File: config.mk
export PLATFORM = sky130hd
export DESIGN_NAME = mem_128x4_ctrl
export DESIGN_NICKNAME = d
export VERILOG_FILES = /design/src/rtl/mem_ctrl_pkg.sv /design/src/rtl/mem_128x4_ctrl_rr_arb2.sv /design/src/rtl/mem_128x4_ctrl.sv
export SDC_FILE = /design/constraint.sdc
export NUM_CORES = 1
export LEC_CHECK = 0
export ABC_AREA = 1
export CAP_MARGIN = 5
export CORE_MARGIN = 2
export CORE_UTILIZATION = 45
export CTS_CLUSTER_SIZE = 10
export DETAILED_ROUTE_END_ITERATION = 7
export DONT_BUFFER_PORTS = 1
export MAX_ROUTING_LAYER = met4
export PLACE_DENSITY = 0.61
export SLEW_MARGIN = 30
export SYNTH_ARGS = -nofsm -noshare
export SYNTH_HDL_FRONTEND = slang
export SYNTH_SLANG_ARGS = --single-unit
File: constraint.sdc
create_clock -name clock -period 1.65 [get_ports clock]
set_input_delay 0.0825 -clock clock [delete_from_list [all_inputs] [get_ports clock]]
set_output_delay 0.0825 -clock clock [all_outputs]
set_load 0.02 [all_outputs]
File: src/rtl/mem_ctrl_pkg.sv
// Shared constants and types for the 128x4 memory controller.
// Imported by the controller top and its arbiter.
package mem_ctrl_pkg;

  localparam int DEPTH = 128;
  localparam int AW    = 7;
  localparam int DW    = 4;

  localparam logic [AW-1:0] LAST_ADDR = AW'(DEPTH - 1);

  typedef enum logic [1:0] {
    ST_IDLE,
    ST_CLEAR,
    ST_RUN
  } state_e;

  typedef struct packed {
    logic          we;
    logic [AW-1:0] addr;
    logic [DW-1:0] wdata;
    logic [DW-1:0] wmask;
  } req_t;

  function automatic req_t pick_req(
    input logic sel1,
    input req_t r0,
    input req_t r1
  );
    return sel1 ? r1 : r0;
  endfunction

endpackage

File: src/rtl/mem_128x4_ctrl_rr_arb2.sv
// Two-requester round-robin arbiter with a one-bit favour pointer.
// Pointer flips to the non-granted side after every grant.
module rr_arb2 (
  input  logic       clk,
  input  logic       rst_n,
  input  logic       en,
  input  logic [1:0] req,
  output logic [1:0] gnt
);

  logic ptr_q;
  logic ptr_d;

  always_comb begin
    gnt = 2'b00;
    if (en) begin
      unique case (1'b1)
        req[0] & (~req[1] | ~ptr_q): gnt = 2'b01;
        req[1] & (~req[0] |  ptr_q): gnt = 2'b10;
        default:                     gnt = 2'b00;
      endcase
    end
  end

  always_comb begin
    ptr_d = ptr_q;
    if (gnt[0]) ptr_d = 1'b1;
    if (gnt[1]) ptr_d = 1'b0;
  end

  always_ff @(posedge clk or negedge rst_n) begin
    if (!rst_n) ptr_q <= 1'b0;
    else        ptr_q <= ptr_d;
  end

endmodule

File: src/rtl/mem_128x4_ctrl.sv
// Dual-requester controller for an external 128x4 1R1W memory macro.
// Sweeps the array to zero after reset or clear_req, then arbitrates.
module mem_128x4_ctrl
  import mem_ctrl_pkg::*;
(
  input  logic          clock,
  input  logic          reset,

  input  logic          req0_valid,
  output logic          req0_ready,
  input  logic          req0_we,
  input  logic [AW-1:0] req0_addr,
  input  logic [DW-1:0] req0_wdata,
  input  logic [DW-1:0] req0_wmask,
  output logic          rsp0_valid,
  output logic [DW-1:0] rsp0_data,

  input  logic          req1_valid,
  output logic          req1_ready,
  input  logic          req1_we,
  input  logic [AW-1:0] req1_addr,
  input  logic [DW-1:0] req1_wdata,
  input  logic [DW-1:0] req1_wmask,
  output logic          rsp1_valid,
  output logic [DW-1:0] rsp1_data,

  input  logic          clear_req,
  output logic          clear_busy,

  output logic [AW-1:0] R0_addr,
  output logic          R0_en,
  input  logic [DW-1:0] R0_data,

  output logic [AW-1:0] W0_addr,
  output logic          W0_en,
  output logic [DW-1:0] W0_data,
  output logic [DW-1:0] W0_mask
);

  state_e        state_q;
  state_e        state_d;
  logic [AW-1:0] cnt_q;
  logic [AW-1:0] cnt_d;
  logic [1:0]    rsp_vld_q;
  logic [1:0]    rsp_vld_d;
  logic          busy_q;
  logic          busy_d;

  logic          run;
  logic          clr;
  logic [1:0]    rd_req;
  logic [1:0]    wr_req;
  logic [1:0]    rd_gnt;
  logic [1:0]    wr_gnt;
  req_t          rq0;
  req_t          rq1;
  req_t          rsel;
  req_t          wsel;

  assign run = (state_q == ST_RUN);
  assign clr = (state_q == ST_CLEAR);

  assign rq0 = '{we: req0_we, addr: req0_addr,
                 wdata: req0_wdata, wmask: req0_wmask};
  assign rq1 = '{we: req1_we, addr: req1_addr,
                 wdata: req1_wdata, wmask: req1_wmask};

  assign rd_req = {req1_valid & ~req1_we,
                   req0_valid & ~req0_we};
  assign wr_req = {req1_valid &  req1_we,
                   req0_valid &  req0_we};

  // Reads and writes use separate arbiters so a read
  // and a write can both be granted in one cycle.
  rr_arb2 u_rd_arb (
    .clk   (clock),
    .rst_n (reset),
    .en    (run),
    .req   (rd_req),
    .gnt   (rd_gnt)
  );

  rr_arb2 u_wr_arb (
    .clk   (clock),
    .rst_n (reset),
    .en    (run),
    .req   (wr_req),
    .gnt   (wr_gnt)
  );

  assign req0_ready = rd_gnt[0] | wr_gnt[0];
  assign req1_ready = rd_gnt[1] | wr_gnt[1];

  assign rsel = pick_req(rd_gnt[1], rq0, rq1);
  assign wsel = pick_req(wr_gnt[1], rq0, rq1);

  always_comb begin
    R0_en   = |rd_gnt;
    R0_addr = rsel.addr;
    W0_en   = |wr_gnt;
    W0_addr = wsel.addr;
    W0_data = wsel.wdata;
    W0_mask = wsel.wmask;
    if (clr) begin
      W0_en   = 1'b1;
      W0_addr = cnt_q;
      W0_data = '0;
      W0_mask = '1;
    end
  end

  always_comb begin
    state_d = state_q;
    cnt_d   = cnt_q;
    unique case (state_q)
      ST_IDLE: state_d = ST_CLEAR;
      ST_CLEAR: begin
        cnt_d = cnt_q + 1'b1;
        if (cnt_q == LAST_ADDR) state_d = ST_RUN;
      end
      ST_RUN: if (clear_req) state_d = ST_CLEAR;
      default: state_d = ST_IDLE;
    endcase
    busy_d    = (state_d != ST_RUN);
    rsp_vld_d = rd_gnt;
  end

  always_ff @(posedge clock or negedge reset) begin
    if (!reset) begin
      state_q   <= ST_IDLE;
      cnt_q     <= '0;
      rsp_vld_q <= 2'b00;
      busy_q    <= 1'b1;
    end else begin
      state_q   <= state_d;
      cnt_q     <= cnt_d;
      rsp_vld_q <= rsp_vld_d;
      busy_q    <= busy_d;
    end
  end

  assign clear_busy = busy_q;

  assign rsp0_valid = rsp_vld_q[0];
  assign rsp1_valid = rsp_vld_q[1];
  assign rsp0_data  = rsp_vld_q[0] ? R0_data : '0;
  assign rsp1_data  = rsp_vld_q[1] ? R0_data : '0;

endmodule

=== Yosys cells after proc, flatten, opt, wreduce, memory -nomap -nowiden ===
Cells that the tools add are included.

* Flip-flop bits (word level): 14
* Input port bits: 41
* Output and inout port bits: 37
* Word-level logic and storage cells: 57

* Add/subtract/negate cells: 1
* Eq/ne operators: 4
* Multiplexer cells: 19
* Bitwise logic cells: 22
* Reduce and logical (&&, ||, !) cells: 5

{| class="wikitable"
|+ Operators by type and width
! operator !! number
|-
| $mux 15 || 2
|-
| $mux 4 || 4
|-
| $and 1x1->1 || 8
|-
| $mux 2 || 4
|-
| $not 1->1 || 8
|-
| $pmux 2 s2 || 2
|-
| $add 7x1->7 const B || 1
|-
| $eq 7x7->1 const B || 1
|-
| $mux 7 || 1
|-
| $or 1x1->1 || 6
|-
| $pmux 2 s3 || 1
|-
| $mux 1 || 5
|-
| $reduce_bool 2->1 || 2
|-
| $reduce_or 2->1 || 2
|-
| $eq 2x1->1 const B || 1
|-
| $eq 2x2->1 const B || 1
|-
| $logic_not 2->1 || 1
|-
| $ne 2x2->1 const B || 1
|}

=== Logic depth before layout (Yosys ltp) ===
Gate-level depths: netlist of the first run.

* Word-level depth: 9
* Depth in mapped cells: 8
* Depth with buffers taken out: 8

=== By module ===
A second synthesis of the first run with hierarchy kept.

* Cell total of the unflattened synthesis: 196
* Area total of the unflattened synthesis: 1186.1 µm²

{| class="wikitable"
|+ Modules (own cells, without submodules)
! module !! times used !! cells an instance !! area each (µm²) !! seq. area each (µm²)
|-
| mem_128x4_ctrl || 1 || 174 || 1058.5 || 301.5
|-
| rr_arb2 || 2 || 11 || 63.8 || 25.0
|}

=== Least setup slack after synthesis of the first run ===
OpenSTA, ideal clock, no wires.

* Path type: reg-to-output
* Start: register state_q[0]
* End: output port R0_addr[6]
* Arrival: 1.264 ns
* Required time: 1.567 ns
* Path slack: 0.304 ns
* Cell stages (with the launch flop): 6
* Path buffers: 0
* Path through: dfrtp_1 inv_2 nand2_4 nor2_1 nand2_2 o21ai_0

* Cells in the longest elaborated chain, start to end: 3

{| class="wikitable"
|+ RTL lines
! what !! RTL line !! RTL
|-
| start, declared || mem_128x4_ctrl.sv:40 || <nowiki>state_e state_q;</nowiki>
|-
| start signal, assigned || mem_128x4_ctrl.sv:135 || <nowiki>state_q <= state_d;</nowiki>
|-
| $eq 2x2->1 || mem_128x4_ctrl.sv:60 || <nowiki>assign run = (state_q == ST_RUN);</nowiki>
|-
| $mux 2 || mem_128x4_ctrl_rr_arb2.sv:16 || <nowiki>if (en) begin</nowiki>
|-
| $mux 15 || mem_ctrl_pkg.sv:29 || <nowiki>return sel1 ? r1 : r0;</nowiki>
|-
| end, declared || mem_128x4_ctrl.sv:30 || <nowiki>output logic [AW-1:0] R0_addr,</nowiki>
|}

Every way passes these cells.

=== Final worst setup path of the first run ===
* Start: register u_wr_arb.ptr_q
* End: output port W0_data[2]

* Cells in the longest elaborated chain, start to end: 7
* Elaborated cells between the ends (all ways): 9
* Those cells by class: mux: 4; bitwise: 5

{| class="wikitable"
|+ RTL lines
! what !! RTL line !! RTL
|-
| start, declared || mem_128x4_ctrl_rr_arb2.sv:11 || <nowiki>logic ptr_q;</nowiki>
|-
| start signal, assigned || mem_128x4_ctrl_rr_arb2.sv:33 || <nowiki>else ptr_q <= ptr_d;</nowiki>
|-
| $not 1->1 || mem_128x4_ctrl_rr_arb2.sv:18 || <nowiki>req[0] & (~req[1] | ~ptr_q): gnt = 2'b01;</nowiki>
|-
| $or 1x1->1 || mem_128x4_ctrl_rr_arb2.sv:18 ||
|-
| $and 1x1->1 || mem_128x4_ctrl_rr_arb2.sv:18 ||
|-
| $pmux 2 s2 (*) || mem_128x4_ctrl_rr_arb2.sv:17 || <nowiki>unique case (1'b1)</nowiki>
|-
| $mux 2 (*) || mem_128x4_ctrl_rr_arb2.sv:16 ||
|-
| $mux 15 (*) || mem_ctrl_pkg.sv:29 ||
|-
| $mux 4 (*) || mem_128x4_ctrl.sv:104 || <nowiki>if (clr) begin</nowiki>
|-
| end, declared || mem_128x4_ctrl.sv:36 || <nowiki>output logic [DW-1:0] W0_data,</nowiki>
|}

Mark *: on every way between the ends. The rest lies on a longest branch, timed or not.

==> results of run 1 <==
==> state kept, by name, summed over array words and instances (netlist names) <==
register        flops
cnt_q               7
rsp_vld_q           2
state_q             2
clear_busy          1
u_rd_arb.ptr_q      1
u_wr_arb.ptr_q      1
==> layer usage <==
layer / GRT usage, % / vias up / routed length, um
li1: - / 617 / -
met3: 3.72 / 2 / 192
met4: 5.23 / 0 / 17
met2: 32.0 / 41 / 1570
met1: 22.9 / 543 / 1320
met5: - / - / 0
==> power groups by stage <==
stage	clock network (mW)	registers [mW]	logic, mW
after detailed placement	0	0.545	0.513
after floorplan	0	0.522	0.450
after global placement	0	0.540	0.503
after global routing	0.222	0.555	0.635
final	0.202	0.540	0.565
after CTS	0.212	0.538	0.530
==> per-stage QoR <==
step                hold slack [ns]  TNS, ns
CTS                         0.00559        0
finish                       0.0254        0
global placement             -0.213        0
detailed placement           -0.213        0
global route                 0.0139   -0.194
floorplan                    -0.213        0
==> kinds of logic after synthesis <==
logic type      count (synthesis)
fa+ha+maj                       1
xor+xnor                        4
flops                          14
compound gates                 16
simple gates                  112
buf+inv                        44
==> layout by cell type (no fill, tap or decap), types with 2 or more instances in the layout <==
master	netlist	layout
a21oi_1	2	2
buf_4	0	8
clkbuf_4	0	3
dfrtp_1	13	13
dlygate4sd3_1	0	3
inv_1	36	36
inv_2	4	3
nand2_1	64	58
nand2_2	2	8
nand2_4	2	3
nand3_1	23	19
nand3_2	1	4
nor2_1	15	11
nor2_2	1	4
o21ai_0	4	3
o21ai_2	6	6
o21bai_1	4	3
xor2_1	3	3
==> final timing paths <==
path	endpoint	slack (ns)	cells after the start
worst max-delay path	W0_data[2]	0.06	6
worst min-delay path	state_q[0]	0.03	2
worst max register to register	cnt_q[5]	0.37	7
worst min register to register	u_rd_arb.ptr_q	0.51	2
max in group asynchronous	u_wr_arb.ptr_q	0.95	1
min in group asynchronous	cnt_q[6]	0.27	1
==> cell type report <==
cell class,instances,area (um^2),share of cell area (%)
multi-input cells,135,761,53.0
flip-flops and latches,14,352,24.5
inverters,40,158,11.0
repair buffers,12,101,7.06
well taps,30,37.5,2.62
clock buffers,4,26.3,1.83
==> timing repair <==
action | in CTS | in global routing
hold endpoints to repair | 16 | 0
resized for setup | 5 | 19
pin swaps | 2 | 4
gates cloned | 0 | 2
buffers inserted | 1 | 4
endpoints found under the setup margin | 6 | 21
hold buffers | 3 | 0
==> flow_summary_export.csv, run 1 <==
group,metric,value,unit
synthesis,synth_area,1200,um^2
place,hpwl,2.26,mm
synthesis,synth-compound-area-share,9.38,%
layout,fin_util,57.4,%
critical_path,r2r-start,"state_q[1]",
synthesis,async_flop_share,100,%
synthesis,yosysTopAreaCell,"dfrtp_1",
critical_path,worst-path-buf-inv,2,
timing,slew_headroom,55.5,%
floorplanning,die_h,55.7,um
critical_path,crit_family,"simple AND/OR/NAND/NOR gates",
timing,setup_viol,0,
global_route,grt_pass1_wl,4.65,mm
place,port_buffers,0,
timing,fin_crit,1.59,ns
power_and_ir_drop,intPower,0.715,mW
synthesis,synth_top_family_by_area,"simple AND/OR/NAND/NOR gates",
critical_path,cp-end-kind,"primary output",
power_and_ir_drop,cellLeakagePower,0.850,nW
power_and_ir_drop,p_sw,0.591,mW
clocking,cts_tree,"yes",
critical_path,startpoint_type,"flip-flop",
layout,syn_to_final_growth,19.5,%
power_and_ir_drop,power,1.31,mW
power_and_ir_drop,peakVddDrop,0.000675,V
synthesis,synth_xor_area_share,2.92,%
synthesis,yosysSeqAreaShare,29.3,%
timing,drv_slew,0,
timing,worst_clock_skew,0.00607,ns
timing,finalCritPeriodShare,96.5,%
detailed_routing,routedWlPerCell,13.2,um
clocking,numCtsBuffers,3,
detailed_routing,vias,1203,
critical_path,slowest_delay,0.39,ns
synthesis,synthCells,191,
status,status,"completed",
detailed_routing,drt-total-wl,3.10,mm
critical_path,worstPathCellList,"inv_1, nand3_4, nand2_8, buf_6, o21bai_1, nor2_2",
floorplanning,ios,78,
layout,antenna_cells,0,
floorplanning,fp.dieW,55.7,um
synthesis,synthTopCellsByCount,"nand2_1, inv_1, nand3_1",
power_and_ir_drop,p_sw_share,45.3,%
power_and_ir_drop,pwr-share-clk,15.4,%
layout,drive_above_1_share,23.4,%
clocking,root_buffer,"clkbuf_4",
clocking,clockBufferDepth,2,
synthesis,synth_most_common_cell,"nand2_1",
timing,hold_viol,0,
clocking,clock_latency,0.27,ns
detailed_routing,drc,0,
layout,final_cell_area,1440,um^2
synthesis,synth_simple_gate_area_share,41.7,%
timing,worstMarginPinSlew,0.665,ns
detailed_routing,vias_per_cell,5.12,
synthesis,yosys-top-cells-area,"dfrtp_1, nand2_1, inv_1",
clocking,cts_num_sinks,14,
timing,setup_ws,0.0575,ns
synthesis,synth_edf_count,0,
clocking,clk_pin_slew_worst_paths,0.08,ns
power_and_ir_drop,power_frac_seq,41.3,%
floorplanning,core_area,2500,um^2
place,gp_congestion,0.838,
synthesis,avgSynthCellArea,6.29,um^2
synthesis,synth-main-ff-cell,"dfrtp_1",
floorplanning,die_area,3100,um^2
critical_path,worstSetupStartpoint,"u_wr_arb.ptr_q",
synthesis,synthAdderAreaFrac,1.04,%
layout,fin_cells,235,
layout,fill_cells,262,
critical_path,critPathSlowestCell,"dfrtp_1",
timing,fmax,628,MHz
layout,fin_nets,248,
synthesis,synth_mux_area_share,0,%
clocking,h-tree-depth,1,
detailed_routing,dr.pass1.iters,4,
critical_path,critPathMaxFanout,9,
synthesis,yosysUniqueCellTypes,24,
detailed_routing,ant_nets,0,
synthesis,synthesis.nets,233,
global_route,grt_usage,18.9,%
place,dpl.cell_count,221,
synthesis,yosysWarnings,0,
place,place_area,1230,um^2
synthesis,synth_top_area_share,27.1,%
flow_run,cap_violations,0,
global_route,gr-total-overflow,0,
timing,rsz0062_at_grt,"yes",
place,dp_worst_setup_slack,0.186,ns
critical_path,cp.arrival,1.51,ns
power_and_ir_drop,pwr_density_cell,910,nW/um^2
critical_path,required,1.57,ns
global_route,grt_max_degree,20,
floorplanning,rows,18,
hold_path,hp-start,"clear_req",
synthesis,ys_ff_latch,14,
critical_path,critPathKind,"flip-flop to primary output",
hold_path,min_path_type,"primary input to flip-flop",
detailed_routing,drtIter0Drc,25,
power_and_ir_drop,combPwrFrac,43.3,%
global_route,grt_antenna_before_repair,0,
global_route,grt_pass1_vias,1040,
floorplanning,start_util,48.0,%
Note: power is estimated with default switching activity, not from simulation.
==> run 2: changes to the inputs <==
REMOVE_ABC_BUFFERS = 1   (was unset)
clock period = 1.8 ns   (was 1.65 ns; I/O delays follow)
==> flow_summary_export.csv, run 2 (synthesis gave the netlist of run 1 again) <==
group,metric,value,unit
status,status,"completed",
detailed_routing,ant_nets,0,
hold_path,whs_path_depth,2,
global_route,grt_usage,18.4,%
detailed_routing,drt-total-wl,2.84,mm
global_route,grt_pass1_vias,1067,
layout,top_register,"cnt_q",
timing,finalCritPeriodShare,93.7,%
critical_path,worstPathCellList,"inv_2, nand2_4, nor2_8, nand2_8, inv_2, nor2_1, nor2_2",
critical_path,slowest_delay,0.41,ns
layout,largest_register_ffs,7,
layout,reg.largest.list,"cnt_q (7), rsp_vld_q (2), state_q (2)",
critical_path,cp-end-kind,"primary output",
layout,syn_to_final_growth,8.65,%
floorplanning,start_util,48.0,%
hold_path,min_path_type,"primary input to flip-flop",
layout,antenna_cells,0,
global_route,gr-total-overflow,0,
floorplanning,rows,18,
power_and_ir_drop,p_sw_share,44.4,%
power_and_ir_drop,combPwrFrac,40.0,%
timing,drv_slew,0,
detailed_routing,drtIter0Drc,68,
clocking,clockBufferDepth,2,
power_and_ir_drop,power_frac_seq,41.1,%
critical_path,critPathKind,"flip-flop to primary output",
power_and_ir_drop,intPower,0.672,mW
clocking,cts_tree,"yes",
detailed_routing,vias,1146,
layout,fin_nets,239,
critical_path,startpoint_type,"flip-flop",
global_route,grt_max_degree,20,
critical_path,worstRegToRegCells,7,
layout,fill_cells,266,
place,hpwl,2.25,mm
critical_path,r2r_end,"cnt_q[5]",
timing,rsz0062_at_grt,"no",
layout,mostFrequentLayoutCells,"nand2_1, inv_1, nand3_1",
place,dp_worst_setup_slack,0.300,ns
clocking,clk_pin_slew_worst_paths,0.09,ns
floorplanning,die_h,55.7,um
critical_path,cp.depth,7,
global_route,grt_pass1_wl,4.58,mm
detailed_routing,drc,0,
floorplanning,core_area,2500,um^2
critical_path,crit_family,"simple AND/OR/NAND/NOR gates",
layout,drive_above_1_share,14.8,%
timing,fmax,593,MHz
detailed_routing,dr.pass1.iters,4,
critical_path,r2r-start,"state_q[1]",
critical_path,required,1.71,ns
global_route,grt_antenna_before_repair,0,
place,port_buffers,0,
clocking,root_buffer,"clkbuf_4",
layout,mostFrequentLayoutCell,"nand2_1",
timing,setup_viol,0,
power_and_ir_drop,peakVddDrop,0.000794,V
power_and_ir_drop,p_sw,0.537,mW
floorplanning,die_area,3100,um^2
flow_run,cap_violations,0,
timing,hold_viol,0,
clocking,clock_latency,0.28,ns
timing,worst_clock_skew,0.00184,ns
timing,setup_tns,0,ns
floorplanning,fp.dieW,55.7,um
clocking,h-tree-depth,1,
detailed_routing,vias_per_cell,5.07,
critical_path,cp.arrival,1.60,ns
floorplanning,ios,78,
clocking,numCtsBuffers,3,
timing,setup_ws,0.114,ns
clocking,cts_num_sinks,14,
critical_path,endpoint,"W0_data[2]",
power_and_ir_drop,cellLeakagePower,0.809,nW
timing,fin_crit,1.69,ns
layout,multi_input_area,684,um^2
power_and_ir_drop,pwr_density_cell,926,nW/um^2
detailed_routing,routedWlPerCell,12.5,um
timing,worstMarginPinSlew,0.668,ns
critical_path,cpMostUsedCell,"inv_2",
power_and_ir_drop,pwr-share-clk,18.8,%
layout,seq_area,352,um^2
critical_path,critPathSlowestCell,"dfrtp_1",
place,gp_congestion,0.883,
timing,slew_headroom,55.3,%
critical_path,worst-path-buf-inv,2,
critical_path,critPathMaxFanout,19,
critical_path,worstSetupStartpoint,"state_q[0]",
critical_path,reg2reg_slack,0.42,ns
-- run 2: changes by cell type in the layout (fill, tap and decap cells not counted), sizes merged --
cell / previous run / this run
buf: 9 / 2
nand2: 70 / 68
-- run 2: cell type report --
cell class                      count  share of cell area, %
Multi-Input combinational cell    133                   52.4
Sequential cell                    14                   26.9
Inverter                           40                   11.5
Timing Repair Buffer                5                   3.45
Tap cell                           30                   2.88
Clock buffer                        4                   2.78
-- run 2: repair_timing --
action	4_1_cts	5_1_grt
pin swaps	0	3
hold buffers	3	0
hold endpoints to repair	16	0
setup buffers	0	0
resized for setup	3	3
endpoints found under the setup margin	3	6
-- run 2: per-stage QoR --
stage / std cells / hold slack [ns] / cell area (um^2) / util, % / total power [mW]
floorplan: 187 / -0.206 / 1160 / - / 0.888
global placement: 219 / -0.205 / 1210 / 48.6 / 0.962
detailed placement: 219 / -0.205 / 1210 / 48.6 / 0.976
CTS: 226 / 0.00344 / 1290 / 51.6 / 1.22
global route: 226 / 0.0257 / 1310 / 52.2 / 1.30
finish: 226 / 0.0155 / 1310 / 52.2 / 1.21
-- run 2: worst register-to-register path, cell delays in order (launching register included) --
cell and delay [ns]:
dfrtp_1 0.43, inv_2 0.09, nand2_2 0.13, buf_4 0.21
nor2_1 0.22, nand3_1 0.10, nand2_1 0.07, nand2_1 0.04
-- run 2: per-layer routing --
metal | share of wire, % | GRT usage, %
met1 | 44 | 22.3
met3 | 8.6 | 3.49
met5 | 0 | -
met2 | 47 | 31.1
met4 | 0.49 | 5.23
-- run 2: worst min-delay path by stage --
| stage | from | end |
|---|---|---|
| after floorplan | reset | cnt_q[0] |
| after global placement | reset | u_rd_arb.ptr_q |
| after detailed placement | reset | state_q[1] |
| after CTS | clear_req | state_q[0] |
| after global routing | clear_req | state_q[0] |
| final | clear_req | state_q[0] |
-- run 2: power by group through the flow --
stage	registers (mW)	clock network, mW	logic [mW]
after detailed placement	0.502	0	0.474
after floorplan	0.478	0	0.410
final	0.497	0.227	0.484
after global placement	0.495	0	0.466
after CTS	0.496	0.235	0.488
after global routing	0.510	0.246	0.546
